<file path="config.mk">
export PLATFORM = sky130hd
export DESIGN_NAME = imem_boot_loader
export DESIGN_NICKNAME = d
export VERILOG_FILES = /design/src/rtl/imem_boot_loader_pkg.sv /design/src/rtl/uart_byte_rx.sv /design/src/rtl/imem_boot_loader.sv
export SDC_FILE = /design/constraint.sdc
export NUM_CORES = 1
export LEC_CHECK = 0
export CAP_MARGIN = 5
export CORE_UTILIZATION = 58
export CTS_CLUSTER_SIZE = 16
export DETAILED_ROUTE_END_ITERATION = 6
export GPL_ROUTABILITY_DRIVEN = 0
export GPL_TIMING_DRIVEN = 0
export PLACE_DENSITY = 0.8
export SLEW_MARGIN = 20
export SYNTH_ARGS = -nofsm -noshare
export SYNTH_HDL_FRONTEND = slang
export SYNTH_SLANG_ARGS = --single-unit
</file>
<file path="constraint.sdc">
create_clock -name clk -period 3.4 [get_ports clk]
set_clock_uncertainty 0.15 [all_clocks]
set_input_delay 1.02 -clock clk [delete_from_list [all_inputs] [get_ports clk]]
set_output_delay 1.02 -clock clk [all_outputs]
set_load 0.005 [all_outputs]
</file>
<file path="src/rtl/imem_boot_loader_pkg.sv">
// Shared types for the UART instruction-memory boot loader.
// State encodings are visible on the debug port, so their values are fixed.
package imem_boot_loader_pkg;

  typedef enum logic [2:0] {
    ST_SYNC   = 3'd0,
    ST_LEN_HI = 3'd1,
    ST_LEN_LO = 3'd2,
    ST_DATA   = 3'd3,
    ST_CSUM   = 3'd4,
    ST_DONE   = 3'd5,
    ST_ERR    = 3'd6
  } boot_state_t;

  typedef enum logic [1:0] {
    RX_IDLE,
    RX_START,
    RX_DATA,
    RX_STOP
  } rx_state_t;

  localparam logic [7:0] DEFAULT_SYNC_BYTE = 8'hA5;

endpackage

</file>
<file path="src/rtl/uart_byte_rx.sv">
// 8N1 UART byte receiver: synchronizes the pin, finds the start bit and
// samples each bit near its centre. A low stop bit drops the byte.
module uart_byte_rx
  import imem_boot_loader_pkg::*;
#(
  parameter int CLKS_PER_BIT = 434
) (
  input  logic       clk,
  input  logic       reset,
  input  logic       uart_rxd,
  output logic [7:0] rx_byte,
  output logic       rx_valid,
  output logic       frame_err
);

  localparam int CW = $clog2(CLKS_PER_BIT + 1);
  localparam logic [CW-1:0] BIT_END = CW'(CLKS_PER_BIT - 1);
  localparam logic [CW-1:0] HALF    = CW'(CLKS_PER_BIT / 2 - 1);

  logic [2:0]    sync;
  rx_state_t     st, st_d;
  logic [CW-1:0] cnt, cnt_d;
  logic [2:0]    bit_idx, bit_d;
  logic [7:0]    shreg, sh_d;
  logic          rxd_s, fall;

  assign rxd_s   = sync[1];
  assign fall    = sync[2] & ~sync[1];
  assign rx_byte = shreg;

  always_comb begin
    st_d      = st;
    cnt_d     = cnt + CW'(1);
    bit_d     = bit_idx;
    sh_d      = shreg;
    rx_valid  = 1'b0;
    frame_err = 1'b0;
    unique case (st)
      RX_IDLE: begin
        cnt_d = '0;
        if (fall) st_d = RX_START;
      end
      // a start bit that is high again at mid-bit was a glitch
      RX_START: if (cnt == HALF) begin
        cnt_d = '0;
        st_d  = rxd_s ? RX_IDLE : RX_DATA;
      end
      RX_DATA: if (cnt == BIT_END) begin
        cnt_d = '0;
        sh_d  = {rxd_s, shreg[7:1]};
        bit_d = bit_idx + 3'd1;
        if (bit_idx == 3'd7) st_d = RX_STOP;
      end
      RX_STOP: if (cnt == BIT_END) begin
        st_d      = RX_IDLE;
        rx_valid  = rxd_s;
        frame_err = ~rxd_s;
      end
      default: st_d = RX_IDLE;
    endcase
  end

  always_ff @(posedge clk) begin
    if (reset) begin
      sync    <= '1;
      st      <= RX_IDLE;
      cnt     <= '0;
      bit_idx <= '0;
      shreg   <= '0;
    end else begin
      sync    <= {sync[1:0], uart_rxd};
      st      <= st_d;
      cnt     <= cnt_d;
      bit_idx <= bit_d;
      shreg   <= sh_d;
    end
  end

endmodule

</file>
<file path="src/rtl/imem_boot_loader.sv">
// Receives a framed program image over UART, writes it into instruction
// memory and releases cpu_reset only after a complete, checksummed frame.
module imem_boot_loader
  import imem_boot_loader_pkg::*;
#(
  parameter int         CLKS_PER_BIT = 434,
  parameter int         ADDR_W       = 8,
  parameter logic [7:0] SYNC_BYTE    = DEFAULT_SYNC_BYTE,
  parameter int         TIMEOUT_CYC  = 2000000
) (
  input  logic              clk,
  input  logic              reset,
  input  logic              uart_rxd,
  output logic              imem_we,
  output logic [ADDR_W-1:0] imem_addr,
  output logic [31:0]       imem_wdata,
  output logic              cpu_reset,
  output logic              busy,
  output logic              done,
  output logic              error,
  output logic [15:0]       words_loaded,
  output logic [2:0]        state
);

  localparam int IW = $clog2(TIMEOUT_CYC + 1);
  localparam logic [16:0] CAPACITY = 17'(1) << ADDR_W;

  logic [7:0] rx_byte;
  logic       rx_valid, frame_err;

  uart_byte_rx #(.CLKS_PER_BIT(CLKS_PER_BIT)) u_rx (
    .clk       (clk),
    .reset     (reset),
    .uart_rxd  (uart_rxd),
    .rx_byte   (rx_byte),
    .rx_valid  (rx_valid),
    .frame_err (frame_err)
  );

  boot_state_t       state_q, st_d;
  logic [15:0]       len_q, len_d, word_idx_q, widx_d, wl_d, n_words;
  logic [1:0]        byte_idx_q, bidx_d;
  logic [31:0]       word_q, word_d, wdata_d, word_full;
  logic [7:0]        csum_q, csum_d;
  logic [IW-1:0]     idle_q, idle_d;
  logic [ADDR_W-1:0] addr_d;
  logic              we_d, cpu_reset_d, done_d, error_d;

  assign state = state_q;
  assign busy  = state_q inside {ST_LEN_HI, ST_LEN_LO, ST_DATA, ST_CSUM};

  always_comb begin
    st_d        = state_q;
    len_d       = len_q;
    widx_d      = word_idx_q;
    bidx_d      = byte_idx_q;
    word_d      = word_q;
    csum_d      = csum_q;
    idle_d      = '0;
    wl_d        = words_loaded;
    we_d        = 1'b0;
    addr_d      = imem_addr;
    wdata_d     = imem_wdata;
    cpu_reset_d = cpu_reset;
    done_d      = done;
    error_d     = error;
    n_words     = {len_q[15:8], rx_byte};
    word_full   = {word_q[23:0], rx_byte};
    unique case (state_q)
      ST_SYNC, ST_DONE, ST_ERR: begin
        if (state_q == ST_DONE) cpu_reset_d = 1'b0;
        if (rx_valid && rx_byte == SYNC_BYTE) begin
          st_d        = ST_LEN_HI;
          cpu_reset_d = 1'b1;
          done_d      = 1'b0;
          error_d     = 1'b0;
          wl_d        = '0;
        end
      end
      ST_LEN_HI: if (rx_valid) begin
        len_d[15:8] = rx_byte;
        csum_d      = rx_byte;
        st_d        = ST_LEN_LO;
      end
      ST_LEN_LO: if (rx_valid) begin
        len_d[7:0] = rx_byte;
        csum_d     = csum_q ^ rx_byte;
        widx_d     = '0;
        bidx_d     = '0;
        if ({1'b0, n_words} > CAPACITY) st_d = ST_ERR;
        else if (n_words == 16'd0)      st_d = ST_CSUM;
        else                            st_d = ST_DATA;
      end
      ST_DATA: if (rx_valid) begin
        csum_d = csum_q ^ rx_byte;
        word_d = word_full;
        bidx_d = byte_idx_q + 2'd1;
        if (byte_idx_q == 2'd3) begin
          we_d    = 1'b1;
          addr_d  = word_idx_q[ADDR_W-1:0];
          wdata_d = word_full;
          wl_d    = word_idx_q + 16'd1;
          widx_d  = word_idx_q + 16'd1;
          if (word_idx_q == len_q - 16'd1) st_d = ST_CSUM;
        end
      end
      ST_CSUM: if (rx_valid) st_d = (rx_byte == csum_q) ? ST_DONE : ST_ERR;
      default: st_d = ST_SYNC;
    endcase
    // a stalled or corrupted link aborts the frame in progress
    if (busy) begin
      if (frame_err) st_d = ST_ERR;
      else if (!rx_valid) begin
        if (idle_q == IW'(TIMEOUT_CYC - 1)) st_d = ST_ERR;
        else idle_d = idle_q + IW'(1);
      end
    end
    if (st_d == ST_DONE && state_q != ST_DONE) begin
      done_d  = 1'b1;
      error_d = 1'b0;
    end
    if (st_d == ST_ERR && state_q != ST_ERR) begin
      error_d     = 1'b1;
      done_d      = 1'b0;
      cpu_reset_d = 1'b1;
    end
  end

  always_ff @(posedge clk) begin
    if (reset) begin
      state_q      <= ST_SYNC;
      len_q        <= '0;
      word_idx_q   <= '0;
      byte_idx_q   <= '0;
      word_q       <= '0;
      csum_q       <= '0;
      idle_q       <= '0;
      words_loaded <= '0;
      imem_we      <= 1'b0;
      imem_addr    <= '0;
      imem_wdata   <= '0;
      cpu_reset    <= 1'b1;
      done         <= 1'b0;
      error        <= 1'b0;
    end else begin
      state_q      <= st_d;
      len_q        <= len_d;
      word_idx_q   <= widx_d;
      byte_idx_q   <= bidx_d;
      word_q       <= word_d;
      csum_q       <= csum_d;
      idle_q       <= idle_d;
      words_loaded <= wl_d;
      imem_we      <= we_d;
      imem_addr    <= addr_d;
      imem_wdata   <= wdata_d;
      cpu_reset    <= cpu_reset_d;
      done         <= done_d;
      error        <= error_d;
    end
  end

endmodule

</file>
==> results.py, run 1 <==
metrics = {
    "outcome": {
        "status": "complete, no violations",
    },
    "route": {
        "ant_nets": 0,
        "wl_met1_mm": 9.018,
        "top_layer": "met4",
        "vias": 7295,
        "wl_mm": 19.96,
        "post_drt_wl_per_cell_um": 15.66,
        "dr.pass1.iters": 5,
        "drtIter0Drc": 811,
        "wl_met3_mm": 1.164,
        "wl_met2_mm": 9.426,
        "via_per_inst": 5.722,
        "drc_errors": 0,
    },
    "finish": {
        "antenna_cells": 0,
        "final_cell_mix": "nand2_1, dfxtp_1, a21oi_1, nor2_1, clkdlybuf4s50_1",
        "drive_gt1_frac": 0.05005,
        "final_common_cell": "nand2_1",
        "utilization": 0.7072,
        "multi_input_area_um2": 4063,
        "register_area_um2": 3503,
        "stdcell_count": 1275,
        "fin_nets": 1098,
        "layout-area-overhead-vs-synth_pct": 18.99,
        "fillers": 1084,
    },
    "synth": {
        "ys_ff_latch": 175,
        "syn_nets": 1015,
        "synth_edf_count": 0,
        "ys_top_cells_by_area": "dfxtp_1, nand2_1, a21oi_1",
        "synth_top_area_cell": "dfxtp_1",
        "synth.avg_cell_area_um2": 7.815,
        "synth_area_um2": 7839,
        "yosysSeqAreaShare": 0.4469,
        "synth_ff_type": "dfxtp_1",
        "synthArstFlopShare": 0,
        "ys_types": 59,
        "synth_warnings": 0,
        "synth_cells": 1003,
        "yosys.area.top_type_share": 0.4469,
    },
    "critical_path": {
        "path_cells": "or4_1 -> or3_1 -> a2111oi_2 -> nand4_1 -> nor4b_4 -> a31oi_1 -> a311o_1 -> o211a_1",
        "critPathMaxStageDelay_ns": 0.55,
        "worst_ep_arrival_time_ns": 3.40,
        "startpoint_type": "register",
        "cp_max_fo": 6,
        "critPathRequiredTime_ns": 3.58,
        "crit_type": "register to register",
        "path_buf_inv": 0,
        "worst_setup_path_end_kind": "register",
        "critical-path-top-delay-family": "simple AND/OR/NAND/NOR gates",
        "cp_slowest_cell": "or4_1",
    },
    "grt": {
        "grt_max_degree": 18,
        "grt_antenna_before_repair": 0,
        "grt_pass1_vias": 6483,
        "grt_pass1_wl_mm": 32.07,
        "grt_overflow": 0,
        "grt_usage": 0.2900,
    },
    "timing": {
        "setup_tns_ns": 0,
        "holdWs_ns": 0.2618,
        "layout_min_cycle_time_ns": 3.221,
        "period_share": 0.9473,
        "setup_violations": 0,
        "finalMaxSlewViolations": 0,
        "relSlewSlack": 0.4094,
        "fmax_mhz": 310.5,
        "rsz0062_at_grt": "no",
        "hold_viol": 0,
        "tightest_slew_ns": 0.8791,
    },
    "placement": {
        "place_inst": 1244,
        "dpl.hpwl_mm": 13.80,
        "port_buffers": 65,
    },
    "cts": {
        "postCtsSetupRepairBufs": 0,
        "cts_buffer_depth": 2,
        "ctsHoldBuffers": 0,
        "clock-root-buffer": "clkbuf_16",
        "tritoncts": "built",
        "insertion_delay_ns": 0.43,
        "cts_sinks": 175,
        "htree_levels": 4,
        "numCtsBuffers": 17,
        "clk_pin_slew_worst_paths_ns": 0.07,
    },
    "min_path": {
        "holdCritPathClass": "register to register",
    },
    "power_and_ir_drop": {
        "p_per_area_nw_per_um2": 432.2,
        "p_leak_nw": 3.261,
        "vdd_drop_max_v": 0.0003445,
    },
    "floorplanning": {
        "die_area_um2": 13980,
        "core-area_um2": 13190,
        "io_pins": 67,
        "rows": 42,
        "initial_core_util": 0.5943,
        "die_h_um": 118.3,
        "die-width_um": 118.3,
    },
    "job": {
        "cap_violations": 0,
    },
}
cell families after synthesis:
group | synth area share
AND/OR/NAND/NOR | 0.2608
AO/OA/AOI/OAI | 0.1542
flip-flops | 0.4469
buffers and inverters | 0.03943
XOR/XNOR | 0.07263
multiplexers | 0.01165
adder cells (fa/ha/maj) | 0.01437
per-layer routing:
metal / track usage / vias to the layer above
li1: - / 3575
met1: 0.3939 / 3440
met2: 0.4695 / 248
met3: 0.04392 / 32
met4: 0.09936 / 0
met5: 0 / -
path summary, 6_finish.rpt:
| kind | startpoint | end | slack [ns] | cells after the start |
|---|---|---|---|---|
| max reg2reg | len_q[0] | done | 0.18 | 8 |
| min reg2reg | u_rx.sync[0] | u_rx.sync[1] | 0.26 | 1 |
| max | len_q[0] | done | 0.18 | 8 |
| min | u_rx.sync[0] | u_rx.sync[1] | 0.26 | 1 |
power by group:
part	total, mW	internal, mW	switching [mW]	leakage [nW]
clock network	1.93	1.05	0.875	0.279
logic	0.0499	0.00880	0.0411	1.57
registers	2.05	2.05	0.00160	1.41
sequential cells by signal, summed over array words and instances (netlist names), named ones only:
name          flops
byte_idx_q        2
cpu_reset         1
csum_q            8
done              1
error             1
idle_q           21
imem_addr         8
imem_wdata       32
imem_we           1
len_q            16
state             3
u_rx.bit_idx      3
u_rx.cnt          9
u_rx.rx_byte      8
u_rx.st           1
u_rx.sync         3
word_idx_q       16
word_q           24
words_loaded     16
synth_stat cells (all sizes together) (2+ instances only):
cell,number
nand2,218
dfxtp,175
a21oi,130
nor2,101
clkbuf,60
o21ai,46
xor2,33
xnor2,32
and3,18
nand3,18
nand4,14
or3,14
inv,13
nand3b,12
a22oi,11
nor3,11
ha,9
mux2i,8
nor2b,8
buf,7
nor4,7
or4,6
a31oi,5
and4,5
nor4b,4
nor3b,3
or2,3
a211oi,2
a21o,2
and2,2
nand2b,2
o211ai,2
area by class of cell:
class / instances / area share
multi-input cells: 748 / 0.4355
flip-flops and latches: 175 / 0.3756
clock inverters: 14 / 0.01556
well taps: 176 / 0.02361
plain buffers: 66 / 0.02763
clock buffers: 18 / 0.04708
inverters: 13 / 0.005231
repair buffers: 65 / 0.06975
per-stage QoR:
stage / cell area, um^2 / worst slack [ns] / total power [mW]
after floorplan: 7839 / 0.5310 / 2.129
after global placement: 8710 / 0.1351 / 2.149
after detailed placement: 8710 / 0.1202 / 2.149
after CTS: 9294 / 0.09569 / 4.043
after global routing: 9328 / 0.04069 / 4.140
final: 9328 / 0.1792 / 4.031
worst reg2reg max path, stage by stage, from the launching register on:
cell       delay [ns]
dfxtp_1          0.37
or4_1            0.55
or3_1            0.33
a2111oi_2        0.38
nand4_1          0.20
nor4b_4          0.38
a31oi_1          0.21
a311o_1          0.41
o211a_1          0.13
repair_timing:
| item | 4_1_cts | 5_1_grt |
|---|---|---|
| resized for setup | 0 | 9 |
| endpoints found under the setup margin | 0 | 42 |
| endpoints found under the hold margin | 0 | 0 |
Power figures use the tool's default switching activity.
==> run 2, diff against run 1 <==
--- a/config.mk
+++ b/config.mk
@@ -6,12 +6,12 @@
 export NUM_CORES = 1
 export LEC_CHECK = 0
 export CAP_MARGIN = 5
-export CORE_UTILIZATION = 58
+export CORE_UTILIZATION = 50
 export CTS_CLUSTER_SIZE = 16
 export DETAILED_ROUTE_END_ITERATION = 6
 export GPL_ROUTABILITY_DRIVEN = 0
 export GPL_TIMING_DRIVEN = 0
-export PLACE_DENSITY = 0.8
+export PLACE_DENSITY = 0.7
 export SLEW_MARGIN = 20
 export SYNTH_ARGS = -nofsm -noshare
 export SYNTH_HDL_FRONTEND = slang
==> run 2 against run 1 <==
Final cell count increased by 2.7%. Clock power up 6%. Register-to-register slack lost 0.05 ns. Critical path depth shrank 4. Die area grew 16%. Critical path type is now register to output pin.
==> results.py, run 2 (synthesis gave the netlist of run 1 again) <==
metrics = {
    "critical_path": {
        "worst_ep_arrival_time_ns": 2.15,
        "worst_setup_path_end_kind": "output pin",
        "cp_max_fo": 5,
        "critPathMostFrequentCell": "inv_1",
        "critPathRequiredTime_ns": 2.23,
        "crit_type": "register to output pin",
        "startpoint_type": "register",
        "cp_slowest_cell": "xnor2_1",
        "critPathMaxStageDelay_ns": 0.56,
        "path_cells": "inv_1 -> xnor2_1 -> inv_1 -> clkdlybuf4s50_1",
    },
    "cts": {
        "numCtsBuffers": 17,
        "insertion_delay_ns": 0.43,
        "clk_pin_slew_worst_paths_ns": 0.07,
        "clock-root-buffer": "clkbuf_16",
        "ctsHoldBuffers": 0,
        "tritoncts": "built",
        "cts_buffer_depth": 2,
        "cts_sinks": 175,
        "htree_levels": 4,
        "postCtsSetupRepairBufs": 0,
    },
    "grt": {
        "use_met1": 0.3559,
        "grtUsageMet3": 0.04313,
        "grt_pass1_vias": 6444,
        "grt_use_met2": 0.3872,
        "grt_usage": 0.2518,
        "grt_antenna_before_repair": 0,
        "grt_max_degree": 19,
        "grt_pass1_wl_mm": 32.00,
        "grt_overflow": 0,
        "grt-busiest-layer": "met2",
    },
    "finish": {
        "antenna_cells": 0,
        "largest_register_ffs": 32,
        "fin_area_um2": 9397,
        "stdcell_count": 1310,
        "final_cell_mix": "nand2_1, dfxtp_1, a21oi_1, nor2_1, clkdlybuf4s50_1",
        "regMostFlops": "imem_wdata",
        "drive_gt1_frac": 0.04732,
        "fillers": 1400,
        "layout-area-overhead-vs-synth_pct": 19.87,
        "fin_nets": 1098,
        "utilization": 0.6158,
        "final_common_cell": "nand2_1",
        "largestRegisters": "imem_wdata: 32 flops, word_q: 24 flops, idle_q: 21 flops",
    },
    "timing": {
        "worst_slack_ns": 0.08264,
        "setup_violations": 0,
        "hold_viol": 0,
        "fmax_mhz": 301.4,
        "finalMaxSlewViolations": 0,
        "period_share": 0.9757,
        "holdWs_ns": 0.2641,
        "setup_tns_ns": 0,
        "layout_min_cycle_time_ns": 3.317,
        "rsz0062_at_grt": "no",
        "tightest_slew_ns": 0.8117,
        "relSlewSlack": 0.4547,
    },
    "route": {
        "post_drt_wl_per_cell_um": 15.05,
        "wl_mm": 19.71,
        "drc_errors": 0,
        "drtIter0Drc": 577,
        "vias": 7076,
        "via_per_inst": 5.402,
        "dr.pass1.iters": 5,
        "ant_nets": 0,
    },
    "placement": {
        "dpl.hpwl_mm": 13.90,
        "place_inst": 1279,
        "dpl_cell_area_um2": 8753,
        "port_buffers": 65,
        "pre_cts_ws_ns": 0.04412,
    },
    "power_and_ir_drop": {
        "p_per_area_nw_per_um2": 441.0,
        "p_leak_nw": 3.285,
        "fin_total_pwr_mw": 4.143,
        "vdd_drop_max_v": 0.0003297,
    },
    "floorplanning": {
        "die_area_um2": 16180,
        "die_h_um": 127.2,
        "initial_core_util": 0.5137,
        "core-area_um2": 15260,
        "rows": 45,
        "die-width_um": 127.2,
        "io_pins": 67,
    },
    "outcome": {
        "status": "complete, no violations",
    },
    "job": {
        "cap_violations": 0,
    },
    "min_path": {
        "holdCritPathClass": "register to register",
    },
}
## run 2: cell types whose count changed in the layout (fill, tap and decap cells not counted), sizes merged
cell / change
clkinv: +3
clkinvlp: -3
bufinv: +1
clkbuf: -1
## run 2: path summary, 6_finish.rpt
path	start	end	slack (ns)	cells after the start
worst min-delay path	u_rx.sync[0]	u_rx.sync[1]	0.26	1
worst min register to register	u_rx.sync[0]	u_rx.sync[1]	0.26	1
worst max register to register	len_q[0]	error	0.13	8
worst max-delay path	state[2]	busy	0.08	4
## run 2: metal layers
layer | part of all wire | vias up | wire, um
met1 | 0.48 | 3270 | 9505
li1 | - | 3579 | -
met2 | 0.45 | 197 | 8831
met5 | 0 | - | 0
met4 | 0.016 | 0 | 314
met3 | 0.054 | 30 | 1063
## run 2: where the power goes
group          total, mW  leakage, nW  switching (mW)  internal (mW)
registers           2.05         1.41         0.00149           2.05
clock network       2.04        0.307           0.917           1.13
logic             0.0493         1.57          0.0405        0.00878
total               4.14         3.28           0.959           3.18
## run 2: worst max-delay path, delay by kind of cell (launching register included)
family	cells	cell delay, ns
XOR/XNOR	1	0.56
buffers and inverters	3	0.73
flip-flops	1	0.42
## run 2: final cells by class
type | instances | area, um^2 | area share
Buffer | 66 | 256.5 | 0.02730
Inverter | 13 | 48.80 | 0.005193
Timing Repair Buffer | 65 | 650.6 | 0.06924
Multi-Input combinational cell | 748 | 4054 | 0.4314
Tap cell | 211 | 264.0 | 0.02810
Clock buffer | 17 | 425.4 | 0.04527
Sequential cell | 175 | 3503 | 0.3728
Clock inverter | 15 | 193.9 | 0.02064
## run 2: timing repair
item                                    CTS  global route
hold endpoints to repair                  0             0
resized for setup                         0             5
endpoints found under the setup margin    0            43
==> edit, RTL diff (flow settings as in run 2) <==
The parameter `ADDR_W` goes from 8 to 9.
--- a/src/rtl/imem_boot_loader.sv
+++ b/src/rtl/imem_boot_loader.sv
@@ -4,7 +4,7 @@
   import imem_boot_loader_pkg::*;
 #(
   parameter int         CLKS_PER_BIT = 434,
-  parameter int         ADDR_W       = 8,
+  parameter int         ADDR_W       = 9,
   parameter logic [7:0] SYNC_BYTE    = DEFAULT_SYNC_BYTE,
   parameter int         TIMEOUT_CYC  = 2000000
 ) (
Ports: changed (resized imem_addr); port bits go from 67 to 68. The function was not compared with the original's and may differ.
==> edit against run 2 <==
Register-to-register slack gained 140 ps; total power is 0.82% lower; utilization grew 0.35 points; design area is 1.7% higher; synthesized area grew 2.1%; die area is 2.1% higher; wire length grew 1.4%; worst setup slack improved by 170 ps; sequential cell count increased by 1.
==> edit: results (changes against run 2) <==
metric	value	unit	change
outcome	completed		
p_leak	3.33	nW	+1.3%
cts-root-buf	clkbuf_16		
finalWirelength	20000	um	+1.4%
grt_pass1_wl	32300	um	+0.99%
pre_cts_ws	-134	ps	-178 ps
setup.worst_path.start	state[1]$_SDFF_PP0_		
drtIter0Drc	496		-14%
min-delay-start	u_rx.sync[0]$_SDFF_PP1_		
antenna_found_initial	0		unchanged
worst_pin_slew	745	ps	-67.2 ps
drive_gt1_share	5.30	%	+0.57 points
clockBufferDepth	2		unchanged
crit_slowest_cell	clkdlybuf4s50_1		
fmax	318	MHz	+5.5%
grt_usage	24.9	%	-0.31 points
worstPathArrival	1970	ps	-180 ps
grt_pass1_vias	6479		+0.54%
vdd_drop_max	401	uV	+22%
cp_max_fo	10		+5
clk_latency	440	ps	
detail_route.first_pass.iterations	5		unchanged
max_stage_delay	540	ps	-20 ps
yosys-top-cells-count	211 x nand2_1, 176 x dfxtp_1, 121 x a21oi_1, 107 x nor2_1, 60 x clkbuf_1		
clk_pin_slew	70	ps	about the same
numPortBuffers	67		+3.1%
synth_cell_types	61		+3.4%
crit-reg2reg-capture	imem_wdata[24]$_SDFFE_PP0P_		
worstHoldPathType	register to register		
synth-main-ff-cell	dfxtp_1		
crit_family	buffers and inverters		
nNetsFinal	1112		+1.3%
vias	7188		+1.6%
hold_end	u_rx.sync[1]$_SDFF_PP1_		
hpwl	13900	um	about the same
diodes	0		unchanged
r2r-start	u_rx.cnt[0]$_SDFF_PP0_		
r2r_cells	9		+1
regToRegSetupSlack	270	ps	+140 ps
cts-resized-gates	1		+1
yosys-top-cells-area	dfxtp_1 44%, nand2_1 9.9%, a21oi_1 7.6%		
seq_area_frac_synth	44.0	%	-0.67 points
synth_nets	1026		+1.1%
-- edit: metrics by stage --
| step | util [%] | hold WS (ps) | instance area (um2) | total power [W] | cells |
|---|---|---|---|---|---|
| 4_1_cts | 61.9 | 260 | 9550 | 0.00413 | 1324 |
| 3_3_place_gp | 57.9 | 244 | 8940 | 0.00216 | 1292 |
| 3_5_place_dp | 57.9 | 243 | 8940 | 0.00216 | 1292 |
| 5_1_grt | 61.9 | 279 | 9550 | 0.00422 | 1324 |
| 6_report | 61.9 | 259 | 9550 | 0.00411 | 1324 |
| 2_1_floorplan | - | 239 | 8000 | 0.00214 | 1014 |
-- edit: area by class of cell --
cell class                      count  area, um2
Inverter                           12       45.0
Clock buffer                       18        439
Buffer                             74        309
Clock inverter                     14        165
Multi-Input combinational cell    752       4140
Timing Repair Buffer               67        671
Fill cell                        1411       5870
Sequential cell                   176       3520
Tap cell                          211        264
-- edit: kinds of logic after synthesis --
| family | count (synthesis) | synth area share, % |
|---|---|---|
| multiplexers | 20 | 2.52 |
| buffers and inverters | 86 | 4.42 |
| XOR/XNOR | 63 | 6.89 |
| flip-flops | 176 | 44.0 |
| AO/OA/AOI/OAI | 205 | 14.2 |
| AND/OR/NAND/NOR | 455 | 26.5 |
| adder cells (fa/ha/maj) | 9 | 1.41 |
-- edit: metal layers --
metal / track usage (%) / vias to the layer above / wire (um)
li1: - / 3624 / -
met1: 33.2 / 3345 / 9490
met2: 40.4 / 193 / 9210
met3: 4.49 / 26 / 937
met4: 8.65 / 0 / 355
met5: 0 / - / 0
-- edit: where the power goes --
part           switching, W   total, W  internal [W]
Clock              0.000923    0.00199       0.00107
Sequential       0.00000192    0.00206       0.00206
Combinational     0.0000418  0.0000528     0.0000110
Total              0.000967    0.00411       0.00314
